===== src/rtl/xbar_nxm.sv =====
// xbar_nxm: N-master x M-slave req/ack crossbar with per-slave locked arbitration
module xbar_nxm #(
  parameter int NUM_MASTERS = 2,
  parameter int NUM_SLAVES  = 2,
  parameter int ADDR_W      = 32,
  parameter int DATA_W      = 32,
  parameter int ARB_MODE    = 0
) (
  input  logic                          clk,
  input  logic                          rst,
  input  logic [NUM_MASTERS-1:0]        master_req,
  input  logic [NUM_MASTERS*ADDR_W-1:0] master_addr,
  input  logic [NUM_MASTERS-1:0]        master_cmd,
  input  logic [NUM_MASTERS*DATA_W-1:0] master_wdata,
  output logic [NUM_MASTERS-1:0]        master_ack,
  output logic [NUM_MASTERS*DATA_W-1:0] master_rdata,
  output logic [NUM_SLAVES-1:0]         slave_req,
  output logic [NUM_SLAVES*ADDR_W-1:0]  slave_addr,
  output logic [NUM_SLAVES-1:0]         slave_cmd,
  output logic [NUM_SLAVES*DATA_W-1:0]  slave_wdata,
  input  logic [NUM_SLAVES-1:0]         slave_ack,
  input  logic [NUM_SLAVES*DATA_W-1:0]  slave_rdata
);
  localparam int SEL_W = $clog2(NUM_SLAVES);
  localparam int MW    = $clog2(NUM_MASTERS);
  logic [SEL_W-1:0]      tgt [NUM_MASTERS];
  logic [NUM_SLAVES-1:0] lock_vld, rd_vld, gvld;
  logic [MW-1:0]         lock_own [NUM_SLAVES];
  logic [MW-1:0]         rr_ptr [NUM_SLAVES];
  logic [MW-1:0]         rd_own [NUM_SLAVES];
  logic [MW-1:0]         gnt [NUM_SLAVES];
  logic [MW-1:0]         idx;
  // target slave of each master from the address MSBs
  always_comb begin
    for (int i = 0; i < NUM_MASTERS; i++) tgt[i] = master_addr[i*ADDR_W+ADDR_W-1 -: SEL_W];
  end
  // per-slave grant: held owner while locked, otherwise first requester from rr_ptr (or from 0)
  always_comb begin
    idx = '0;
    for (int j = 0; j < NUM_SLAVES; j++) begin
      gvld[j] = lock_vld[j];
      gnt[j] = lock_own[j];
      for (int k = 0; k < NUM_MASTERS; k++) begin
        idx = MW'(ARB_MODE == 0 ? (int'(rr_ptr[j]) + k) % NUM_MASTERS : k);
        if (!gvld[j] && master_req[idx] && tgt[idx] == SEL_W'(j)) begin
          gvld[j] = 1'b1;
          gnt[j] = idx;
        end
      end
    end
  end
  // forward the granted master to each slave, steer acks and one-cycle-late read data back
  always_comb begin
    slave_req = '0;
    slave_addr = '0;
    slave_cmd = '0;
    slave_wdata = '0;
    master_ack = '0;
    master_rdata = '0;
    for (int j = 0; j < NUM_SLAVES; j++) begin
      if (rst && gvld[j]) begin
        slave_req[j] = master_req[gnt[j]];
        slave_addr[j*ADDR_W +: ADDR_W] = master_addr[gnt[j]*ADDR_W +: ADDR_W];
        slave_cmd[j] = master_cmd[gnt[j]];
        slave_wdata[j*DATA_W +: DATA_W] = master_wdata[gnt[j]*DATA_W +: DATA_W];
        master_ack[gnt[j]] = master_ack[gnt[j]] | slave_ack[j];
      end
      if (rst && rd_vld[j]) master_rdata[rd_own[j]*DATA_W +: DATA_W] = slave_rdata[j*DATA_W +: DATA_W];
    end
  end
  // lock a grant until ack, advance the round-robin pointer past the acked owner, mark read returns
  always_ff @(posedge clk or negedge rst) begin
    if (!rst) begin
      lock_vld <= '0;
      rd_vld <= '0;
      for (int j = 0; j < NUM_SLAVES; j++) begin
        lock_own[j] <= '0;
        rr_ptr[j] <= '0;
        rd_own[j] <= '0;
      end
    end else begin
      for (int j = 0; j < NUM_SLAVES; j++) begin
        lock_vld[j] <= gvld[j] && !slave_ack[j];
        rd_vld[j] <= gvld[j] && slave_ack[j] && !master_cmd[gnt[j]];
        if (gvld[j]) begin
          lock_own[j] <= gnt[j];
          rd_own[j] <= gnt[j];
        end
        if (ARB_MODE == 0 && gvld[j] && slave_ack[j])
          rr_ptr[j] <= gnt[j] == MW'(NUM_MASTERS - 1) ? '0 : gnt[j] + 1'b1;
      end
    end
  end
endmodule


===== config.mk =====
export PLATFORM = sky130hd
export DESIGN_NAME = xbar_nxm
export DESIGN_NICKNAME = d
export VERILOG_FILES = /design/src/rtl/xbar_nxm.sv
export SDC_FILE = /design/constraint.sdc
export NUM_CORES = 1
export LEC_CHECK = 0
export ABC_AREA = 1
export ABC_CLOCK_PERIOD_IN_PS = 2110
export CAP_MARGIN = 20
export CORE_AREA = 2 2 154 156
export DETAILED_ROUTE_END_ITERATION = 10
export DIE_AREA = 0 0 156 158
export HOLD_SLACK_MARGIN = 0.03
export PLACE_DENSITY = 0.66
export SYNTH_ARGS = -nofsm -noshare
export SYNTH_HDL_FRONTEND = slang
export SYNTH_SLANG_ARGS = --single-unit

===== constraint.sdc =====
create_clock -name clk -period 2.11 [get_ports clk]
set_clock_uncertainty 0.2 [all_clocks]
set_input_delay 0.422 -clock clk [delete_from_list [all_inputs] [get_ports clk]]
set_output_delay 0.422 -clock clk [all_outputs]
set_load 0.01 [all_outputs]

Word level (Yosys, flattened, before mapping) --
Cells that the tools add are included.
Word-level totals: register bits after elaboration 8, output and inout bits 198, bits of input ports 200, word-level logic and storage cells 129
Operators by class: multiplexer cells 59, shift-type cells 8, reductions and logical operators 28, add/subtract/negate cells 6, magnitude comparators 12, bitwise operators 10
Operators by type and width (count):
- $shiftx 64x7->32 | 4
- $mux 32 | 4
- $mux 64 | 2
- $shift 32x34->64 const A | 2
- $shiftx 32x34->64 | 2
- $neg 6->34 | 2
- $and 64x64->64 | 1
- $bwmux 64 | 1
- $mux 1 | 47
- $logic_and 1x1->1 | 20
- $lt 1x2->1 const B | 6
- $ge 2x2->1 const B | 4
- $logic_not 1->1 | 8
- $not 1->2 | 4
- $add 1x1->1 const B | 4
- $mux 2 | 2
- $and 2x2->2 | 1
- $bwmux 2 | 1
- $demux 1 s1 | 2
- $ge 1x1->1 const B | 2
- $not 1->1 | 2
- $or 1x1->1 | 2

Depth between registers and ports, before layout --
Gate-level depths: netlist of run 1.
depth after elaboration 22, mapped depth 12, depth with buffers taken out 10

Worst setup path before layout of run 1 --
Ideal clock, no wire load.
path type input to output, from in master_addr[31], to out slave_addr[30], path slack -0.156 ns, data arrival time 1.644 ns, buffers on the path 2, stages on the path 10, required time 1.488 ns, path through inv_1 -> nand2_1 -> nand2_1 -> a21oi_4 -> nand2_2 -> a21oi_2 -> buf_4 -> buf_6 -> nand2_1 -> nor2_1
On the way: word-level cells in the longest chain between the ends 12, elaborated cells on any way between the ends 19, those cells by class shift (1); mux (11); bitwise (2); reduce/logical (5)
Ends and longest elaborated chain:
- start: declaration | RTL line 12 | input logic [NUM_MASTERS*ADDR_W-1:0] master_addr,
- $mux 1 (implied by the code) (3 in series) | RTL line 45 | if (!gvld[j] && master_req[idx] && tgt[idx] == SEL_W'(j)) begin
- $not 1->1 | RTL line 45
- $logic_and 1x1->1 | RTL line 45
- $mux 1 | RTL line 45
- $logic_not 1->1 | RTL line 45
- $logic_and 1x1->1 (2 in series) | RTL line 45
- $mux 1 | RTL line 45
- $shiftx 64x7->32 / $logic_and 1x1->1 (equally long branches) | RTL line 63, 61
- $mux 32 * | RTL line 61 | if (rst && gvld[j]) begin
- end: declaration | RTL line 18 | output logic [NUM_SLAVES*ADDR_W-1:0] slave_addr,
Every way passes the cells marked *; elsewhere a longest branch is shown, timed or not. The select of a mux whose other input is x is not followed.

Final worst setup path of run 1 --
from reg rr_ptr[1] in the netlist's numbering, to out slave_wdata[1]
On the way: word-level cells in the longest chain between the ends 13, elaborated cells on any way between the ends 27, those cells by class add/sub (1); shift (1); mux (15); bitwise (4); reduce/logical (6)
Ends and longest elaborated chain:
- start: declaration | RTL line 29 | logic [MW-1:0] rr_ptr [NUM_SLAVES];
- start signal: indexed assignment | RTL line 90 | rr_ptr[j] <= gnt[j] == MW'(NUM_MASTERS - 1) ? '0 : gnt[j] + 1'b1;
- $not 1->2 (implied by the code) | RTL line 45
- $mux 1 (implied by the code) (3 in series) | RTL line 45
- $not 1->1 | RTL line 45
- $logic_and 1x1->1 | RTL line 45
- $mux 1 | RTL line 45
- $logic_not 1->1 | RTL line 45
- $logic_and 1x1->1 (2 in series) | RTL line 45
- $mux 1 | RTL line 45
- $shiftx 64x7->32 / $logic_and 1x1->1 (equally long branches) | RTL line 65, 61
- $mux 32 * | RTL line 61
- end: declaration | RTL line 20 | output logic [NUM_SLAVES*DATA_W-1:0] slave_wdata,
Marks and branches as above.

==> results.json, run 1 <==
{
  "yosys-top-cells-area": "nor2_1 26%, nand2_1 22%, nand3_1 18%",
  "start_kind": "flop",
  "peakVddDrop_v": 0.0006120,
  "area_growth_pct": 198.9,
  "worst_slew_pin_slew_ps": 240.7,
  "ff2ff_path_depth": 9,
  "yosysSeqAreaShare_pct": 5.057,
  "antenna_left": 0,
  "power.density_nw_per_um2": 1263,
  "dieArea_um2": 24650,
  "synth_nets": 1112,
  "relSlewSlack_pct": 83.95,
  "initial_core_util_pct": 17.17,
  "fin_util_pct": 51.34,
  "regToRegStartpoint": "rr_ptr[1]",
  "insertion_delay_ps": 230,
  "holdCritPathClass": "flop to flop",
  "final_cells": 1727,
  "power_w": 0.01494,
  "globalRouteTotalUtil_pct": 21.13,
  "crit_family": "buffers and inverters",
  "timing.final.ws_setup_ps": -625.8,
  "gp_congestion": 0.8551,
  "cts_tree": "done",
  "critPathMaxFanout": 4,
  "max_cap_viol_count": 0,
  "drt-initial-drc-count": 547,
  "post-route-period-util_pct": 129.7,
  "max_freq_mhz": 365.5,
  "leakage_nw": 5.801,
  "syn-instance-count": 912,
  "hold_violations": 0,
  "syn_avg_cell_area_um2": 4.341,
  "startpoint": "rr_ptr[1]",
  "io_buffers": 397,
  "ios": 398,
  "antennaDiodeCount": 0,
  "layout-drive-gt1-share_pct": 54.77,
  "final_common_cell": "clkdlybuf4s50_1",
  "violations": "negative setup slack",
  "syn-cell-area_um2": 3959,
  "drt-total-wl_um": 32050,
  "die_x_um": 156,
  "placed_area_um2": 9295,
  "grt_pass1_vias": 7580,
  "crit_path_end_kind": "output pin",
  "critPathKind": "flop to output pin",
  "wl_per_cell_um": 18.56,
  "endpoint": "slave_wdata[1]",
  "cp_cell_sequence": "buf_4 > o21ai_4 > nand2_4 > a21oi_4 > buf_12 > buf_8 > buf_12 > clkbuf_16 > nand2_4 > nor2_2 > buf_2",
  "vias_per_cell": 4.745,
  "synth_top_area_share_pct": 25.70,
  "num_rows": 56,
  "finalMaxSlewViolations": 0,
  "holdPathStages": 3,
  "final_area_um2": 11830,
  "r2r_end": "rr_ptr[1]",
  "ys_ff_latch": 8,
  "ff2ff_setup_slack_ps": 40,
  "slowest_delay_ps": 440,
  "fp.coreArea_um2": 23050,
  "htreeDepth": 1,
  "fin_tns_setup_ps": -70170,
  "synth_top_cell_by_area": "nor2_1",
  "arrival_ps": 2110,
  "clk_root_buffer_cell": "clkbuf_16",
  "slowest_stage": "dfrtp_2",
  "clock_sinks": 8,
  "period_needed_ps": 2736,
  "final_cell_mix": "194 x clkdlybuf4s50_1, 178 x buf_2, 147 x nor2_1, 114 x nand2_1, 104 x inv_1",
  "crit_cells": 11,
  "yosysWarnings": 0,
  "clk_path_buf_depth": 2,
  "cp.required_ps": 1490,
  "grt_max_degree": 49,
  "die_h_um": 158,
  "antenna_found_initial": 1,
  "drc_errors": 0,
  "status": "finished with violations",
  "dpl.hpwl_um": 18190,
  "rsz0062_at_grt": "yes",
  "firstDrtPassIters": 5,
  "cts.clk_slew.worst_paths_ps": 40,
  "dpl.cell_count": 1619,
  "num-nets-final": 1638,
  "path_buf_inv": 6,
  "grt_overflow": 0,
  "grt_pass1_wl_um": 40830,
  "numCtsBuffers": 3,
  "synth_cell_types": 16,
  "setup_viol": 169,
  "dr_total_vias": 8195
}
synth_stat cells:
library cell / n
clkbuf_1: 25
nand2_1: 234
a21oi_4: 1
inv_2: 1
nand2_2: 2
nand3_1: 144
buf_6: 2
a21oi_2: 1
dfrtp_1: 8
inv_1: 114
a21oi_1: 3
buf_1: 1
buf_2: 33
o21ai_0: 67
buf_4: 5
nor2_1: 271
sequential cells by signal, summed over array words and instances, names as in the netlist:
register / count
lock_vld: 2
rd_vld: 2
rr_ptr: 2
lock_own: 1
rd_own: 1
metrics by stage:
step / setup WS (ps) / hold slack (ps)
4_1_cts: -566.8 / 483.1
2_1_floorplan: -103.1 / -73.59
3_3_place_gp: -1238 / 331.0
5_1_grt: -679.9 / 527.9
6_report: -625.8 / 485.4
3_5_place_dp: -1282 / 346.4
worst min path at each step:
| stage | start | to | slack (ps) |
|---|---|---|---|
| floorplan | rst | lock_own[0] | -70 |
| finish | rr_ptr[0] | rr_ptr[0] | 490 |
| global placement | rr_ptr[0] | rr_ptr[0] | 330 |
| global route | rr_ptr[0] | rr_ptr[0] | 530 |
| CTS | rr_ptr[0] | rr_ptr[0] | 480 |
| detailed placement | rr_ptr[0] | rr_ptr[0] | 350 |
repair_timing:
item,in CTS,in global routing
buffers inserted,52,25
gates cloned,25,17
pin swaps,71,138
hold buffers,1,0
resized for setup,1026,362
endpoints found under the hold margin,8,0
setup endpoints to repair,204,196
power by group:
group | internal [W] | switching [W]
logic | 0.00678 | 0.00756
registers | 0.000221 | 0.0000632
clock network | 0.000252 | 0.0000749
total | 0.00725 | 0.00769
area by class of cell:
cell class,count,area (um^2)
fill,2164,11220
timing repair buffer,583,5803
multi-input combinational,727,4951
inverter,115,436.7
tap,290,362.8
sequential,8,201.4
clock buffer,4,78.83
kinds of logic after synthesis:
kind of cell	count (synthesis)	synth area share, %
AO/OA/AOI/OAI	72	9.482
buffers and inverters	181	19.06
flip-flops	8	5.057
AND/OR/NAND/NOR	651	66.40
per-layer routing:
metal	vias up	global-route usage (%)	wire length, um
met3	63	4.188	2361
met1	3851	24.53	12200
met5	-	0	13
met4	2	6.247	867
met2	406	39.15	16600
li1	3873	-	-
worst reg2reg max path, stage by stage (launching register included):
cell	delay [ps]
dfrtp_2	440
buf_4	160
o21ai_4	180
buf_4	150
nand3_4	170
buf_12	220
buf_8	140
nand2_8	70
buf_4	120
o21ai_0	90
Note: power is estimated with default switching activity, not from simulation.
==> inputs of run 2 (changes only) <==
--- a/config.mk
+++ b/config.mk
@@ -5,14 +5,14 @@
 export SDC_FILE = /design/constraint.sdc
 export NUM_CORES = 1
 export LEC_CHECK = 0
-export ABC_AREA = 1
+export ABC_AREA = 0
 export ABC_CLOCK_PERIOD_IN_PS = 2110
 export CAP_MARGIN = 20
 export CORE_AREA = 2 2 154 156
 export DETAILED_ROUTE_END_ITERATION = 10
 export DIE_AREA = 0 0 156 158
 export HOLD_SLACK_MARGIN = 0.03
-export PLACE_DENSITY = 0.66
+export PLACE_DENSITY = 0.62
 export SYNTH_ARGS = -nofsm -noshare
 export SYNTH_HDL_FRONTEND = slang
 export SYNTH_SLANG_ARGS = --single-unit
==> constraint.sdc (replaced) <==
create_clock -name clk -period 2.11 [get_ports clk]
set_clock_uncertainty 0.2 [all_clocks]
set_input_delay 0.422 -clock clk [delete_from_list [all_inputs] [get_ports clk]]
set_output_delay 0.422 -clock clk [all_outputs]
set_load 0.02 [all_outputs]
==> results.json, run 2 <==
{
  "status": "finished with violations",
  "violations": "negative setup slack",
  "drt-total-wl_um": 29920,
  "peakVddDrop_v": 0.0002471,
  "synth_cell_types": 35,
  "rsz0062_at_grt": "yes",
  "final_cell_mix": "194 x clkdlybuf4s50_1, 159 x buf_6, 105 x a21oi_2, 101 x buf_4, 63 x a22o_1",
  "holdPathStages": 2,
  "drt-initial-drc-count": 492,
  "hold_violations": 0,
  "holdCritPathClass": "flop to flop",
  "synth_common_cells": "135 x nand2_1, 131 x a21oi_1, 67 x nand3_1",
  "ff2ff_path_depth": 9,
  "post-route-period-util_pct": 131.6,
  "grt_max_degree": 41,
  "cpMostUsedCell": "buf_6",
  "reg_top3": "lock_vld: 2 flops, rd_vld: 2 flops, rr_ptr: 2 flops",
  "clock_sinks": 8,
  "num-nets-final": 1279,
  "syn_avg_cell_area_um2": 5.560,
  "synth_edf_count": 0,
  "slowest_stage": "or3b_4",
  "yosys-top-cells-area": "a21oi_1 21%, a22o_1 18%, nand2_1 16%",
  "yosysSeqAreaShare_pct": 6.262,
  "ios": 398,
  "io_buffers": 397,
  "area_growth_pct": 249.0,
  "yosys.cell_count.top_type": "nand2_1",
  "cp.required_ps": 1490,
  "antenna_found_initial": 0,
  "leakage_nw": 4.546,
  "insertion_delay_ps": 240,
  "htreeDepth": 1,
  "gp_congestion": 0.8897,
  "num-fill-cells": 2140,
  "num_rows": 56,
  "met1_usage_pct": 23.88,
  "dpl.hpwl_um": 17770,
  "synth_nets": 775,
  "clk_root_buffer_cell": "clkbuf_16",
  "firstDrtPassIters": 5,
  "wl_per_cell_um": 21.89,
  "grt_overflow": 0,
  "numCtsBuffers": 3,
  "die_h_um": 158,
  "antenna_left": 0,
  "synth_top_cell_by_area": "a21oi_1",
  "grt_pass1_vias": 6407,
  "final_area_um2": 11160,
  "initial_core_util_pct": 13.87,
  "pre_cts_ws_ps": -1286,
  "slowest_delay_ps": 410,
  "seqCellArea_um2": 200.2,
  "yosysWarnings": 0,
  "critPathMaxFanout": 5,
  "layout-drive-gt1-share_pct": 60.82,
  "multi_input_area_um2": 4068,
  "final_common_cell": "clkdlybuf4s50_1",
  "die_x_um": 156,
  "max_freq_mhz": 360.1,
  "drc_errors": 0,
  "max_cap_viol_count": 0,
  "vias_per_cell": 4.963,
  "dieArea_um2": 24650,
  "synth_top_area_share_pct": 20.51,
  "arrival_ps": 2160,
  "start_kind": "flop",
  "cts.clk_slew.worst_paths_ps": 40,
  "finalMaxSlewViolations": 0,
  "syn-cell-area_um2": 3197,
  "globalRouteTotalUtil_pct": 19.62,
  "cts_tree": "done",
  "dr_total_vias": 6784,
  "ys_ff_latch": 8,
  "clk_path_buf_depth": 2,
  "use_met2_pct": 36.05,
  "fp.coreArea_um2": 23050,
  "period_needed_ps": 2777,
  "antennaDiodeCount": 0,
  "timing.final.ws_setup_ps": -667.1,
  "synthArstFlopShare_pct": 100.0,
  "critPathKind": "flop to output pin",
  "worst_slew_pin_slew_ps": 341.5,
  "grt_busiest_layer": "met2",
  "setup_viol": 199,
  "cp_cell_sequence": "or3b_4 > buf_6 > o2bb2ai_4 > buf_12 > buf_6 > clkbuf_16 > o21ai_1 > a21oi_2 > buf_4",
  "gr-usage-met3_pct": 3.312,
  "crit_path_end_kind": "output pin",
  "power.density_nw_per_um2": 508.5,
  "syn-instance-count": 575,
  "placed_area_um2": 8702,
  "grt_pass1_wl_um": 37560,
  "relSlewSlack_pct": 77.04,
  "synthFlopType": "dfrtp_1"
}
run 2: cell types whose count changed after synthesis, moves of 5 or more:
cell / change
a21oi_1: +128
a22o_1: +64
buf_2: -6
clkbuf_1: +5
inv_1: -111
nand2_1: -99
nand3_1: -77
nor2_1: -267
o21ai_0: -20
o21ai_1: +20
run 2: cells by family (layout without fill, tap and decap cells):
logic type / after synthesis / after routing / share of synthesized area (%)
compound gates: 271 / 271 / 51.98
buf+inv: 73 / 575 / 11.08
flops: 8 / 8 / 6.262
mux: 2 / 2 / 0.6262
simple gates: 221 / 221 / 30.06
run 2: power by group:
| group | leakage (nW) | internal, W | switching (W) | total [W] |
|---|---|---|---|---|
| Sequential | 0.0991 | 0.000180 | 0.0000271 | 0.000207 |
| Clock | 0.0370 | 0.000245 | 0.0000851 | 0.000331 |
| Combinational | 4.41 | 0.00259 | 0.00254 | 0.00514 |
run 2: worst paths after layout:
path,end,slack (ps),from
setup / recovery,slave_addr[9],-670,lock_vld[0]
hold / removal,rr_ptr[0],300,rr_ptr[0]
setup reg to reg,rd_vld[0],-70,lock_vld[0]
hold reg to reg,rr_ptr[0],300,rr_ptr[0]
max in group asynchronous,lock_vld[0],890,rst
min in group asynchronous,rd_vld[0],570,rst
run 2: per-layer routing:
layer | up-vias | part of all wire (%)
met5 | - | 0
met4 | 0 | 1.8
li1 | 3124 | -
met2 | 307 | 50
met3 | 39 | 6.3
met1 | 3314 | 41
run 2: final cells by class:
type | instances | area share [%]
Inverter | 4 | 0.2467
Tap cell | 290 | 3.252
Multi-Input combinational cell | 494 | 36.46
Sequential cell | 8 | 1.794
Clock buffer | 3 | 0.6729
Timing Repair Buffer | 568 | 57.58
run 2: repair_timing:
action                                  in CTS  in global routing
setup buffers                               20                 60
hold endpoints to repair                     0                  8
endpoints found under the setup margin     202                200
pin swaps                                   30                109
hold buffers                                 0                  2
cloned                                      13                 19
gates resized for setup                    749                612
run 2: through the flow:
step | utilization, % | power [W] | cells | TNS [ps] | hold WS [ps]
floorplan | - | 0.001983 | 575 | -6589 | -73.59
global placement | 37.75 | 0.003643 | 1255 | -215940 | 258.3
detailed placement | 37.75 | 0.003648 | 1255 | -213670 | 282.7
CTS | 40.84 | 0.004529 | 1291 | -99050 | 148.9
global route | 48.40 | 0.005916 | 1367 | -90580 | 355.3
finish | 48.40 | 0.005673 | 1367 | -79400 | 300.8
run 2: critical path, delay by kind of cell, from the launching register on:
kind / cells / cell delay, ps
flops: 1 / 380
buf+inv: 5 / 720
simple gates: 1 / 410
compound gates: 3 / 400
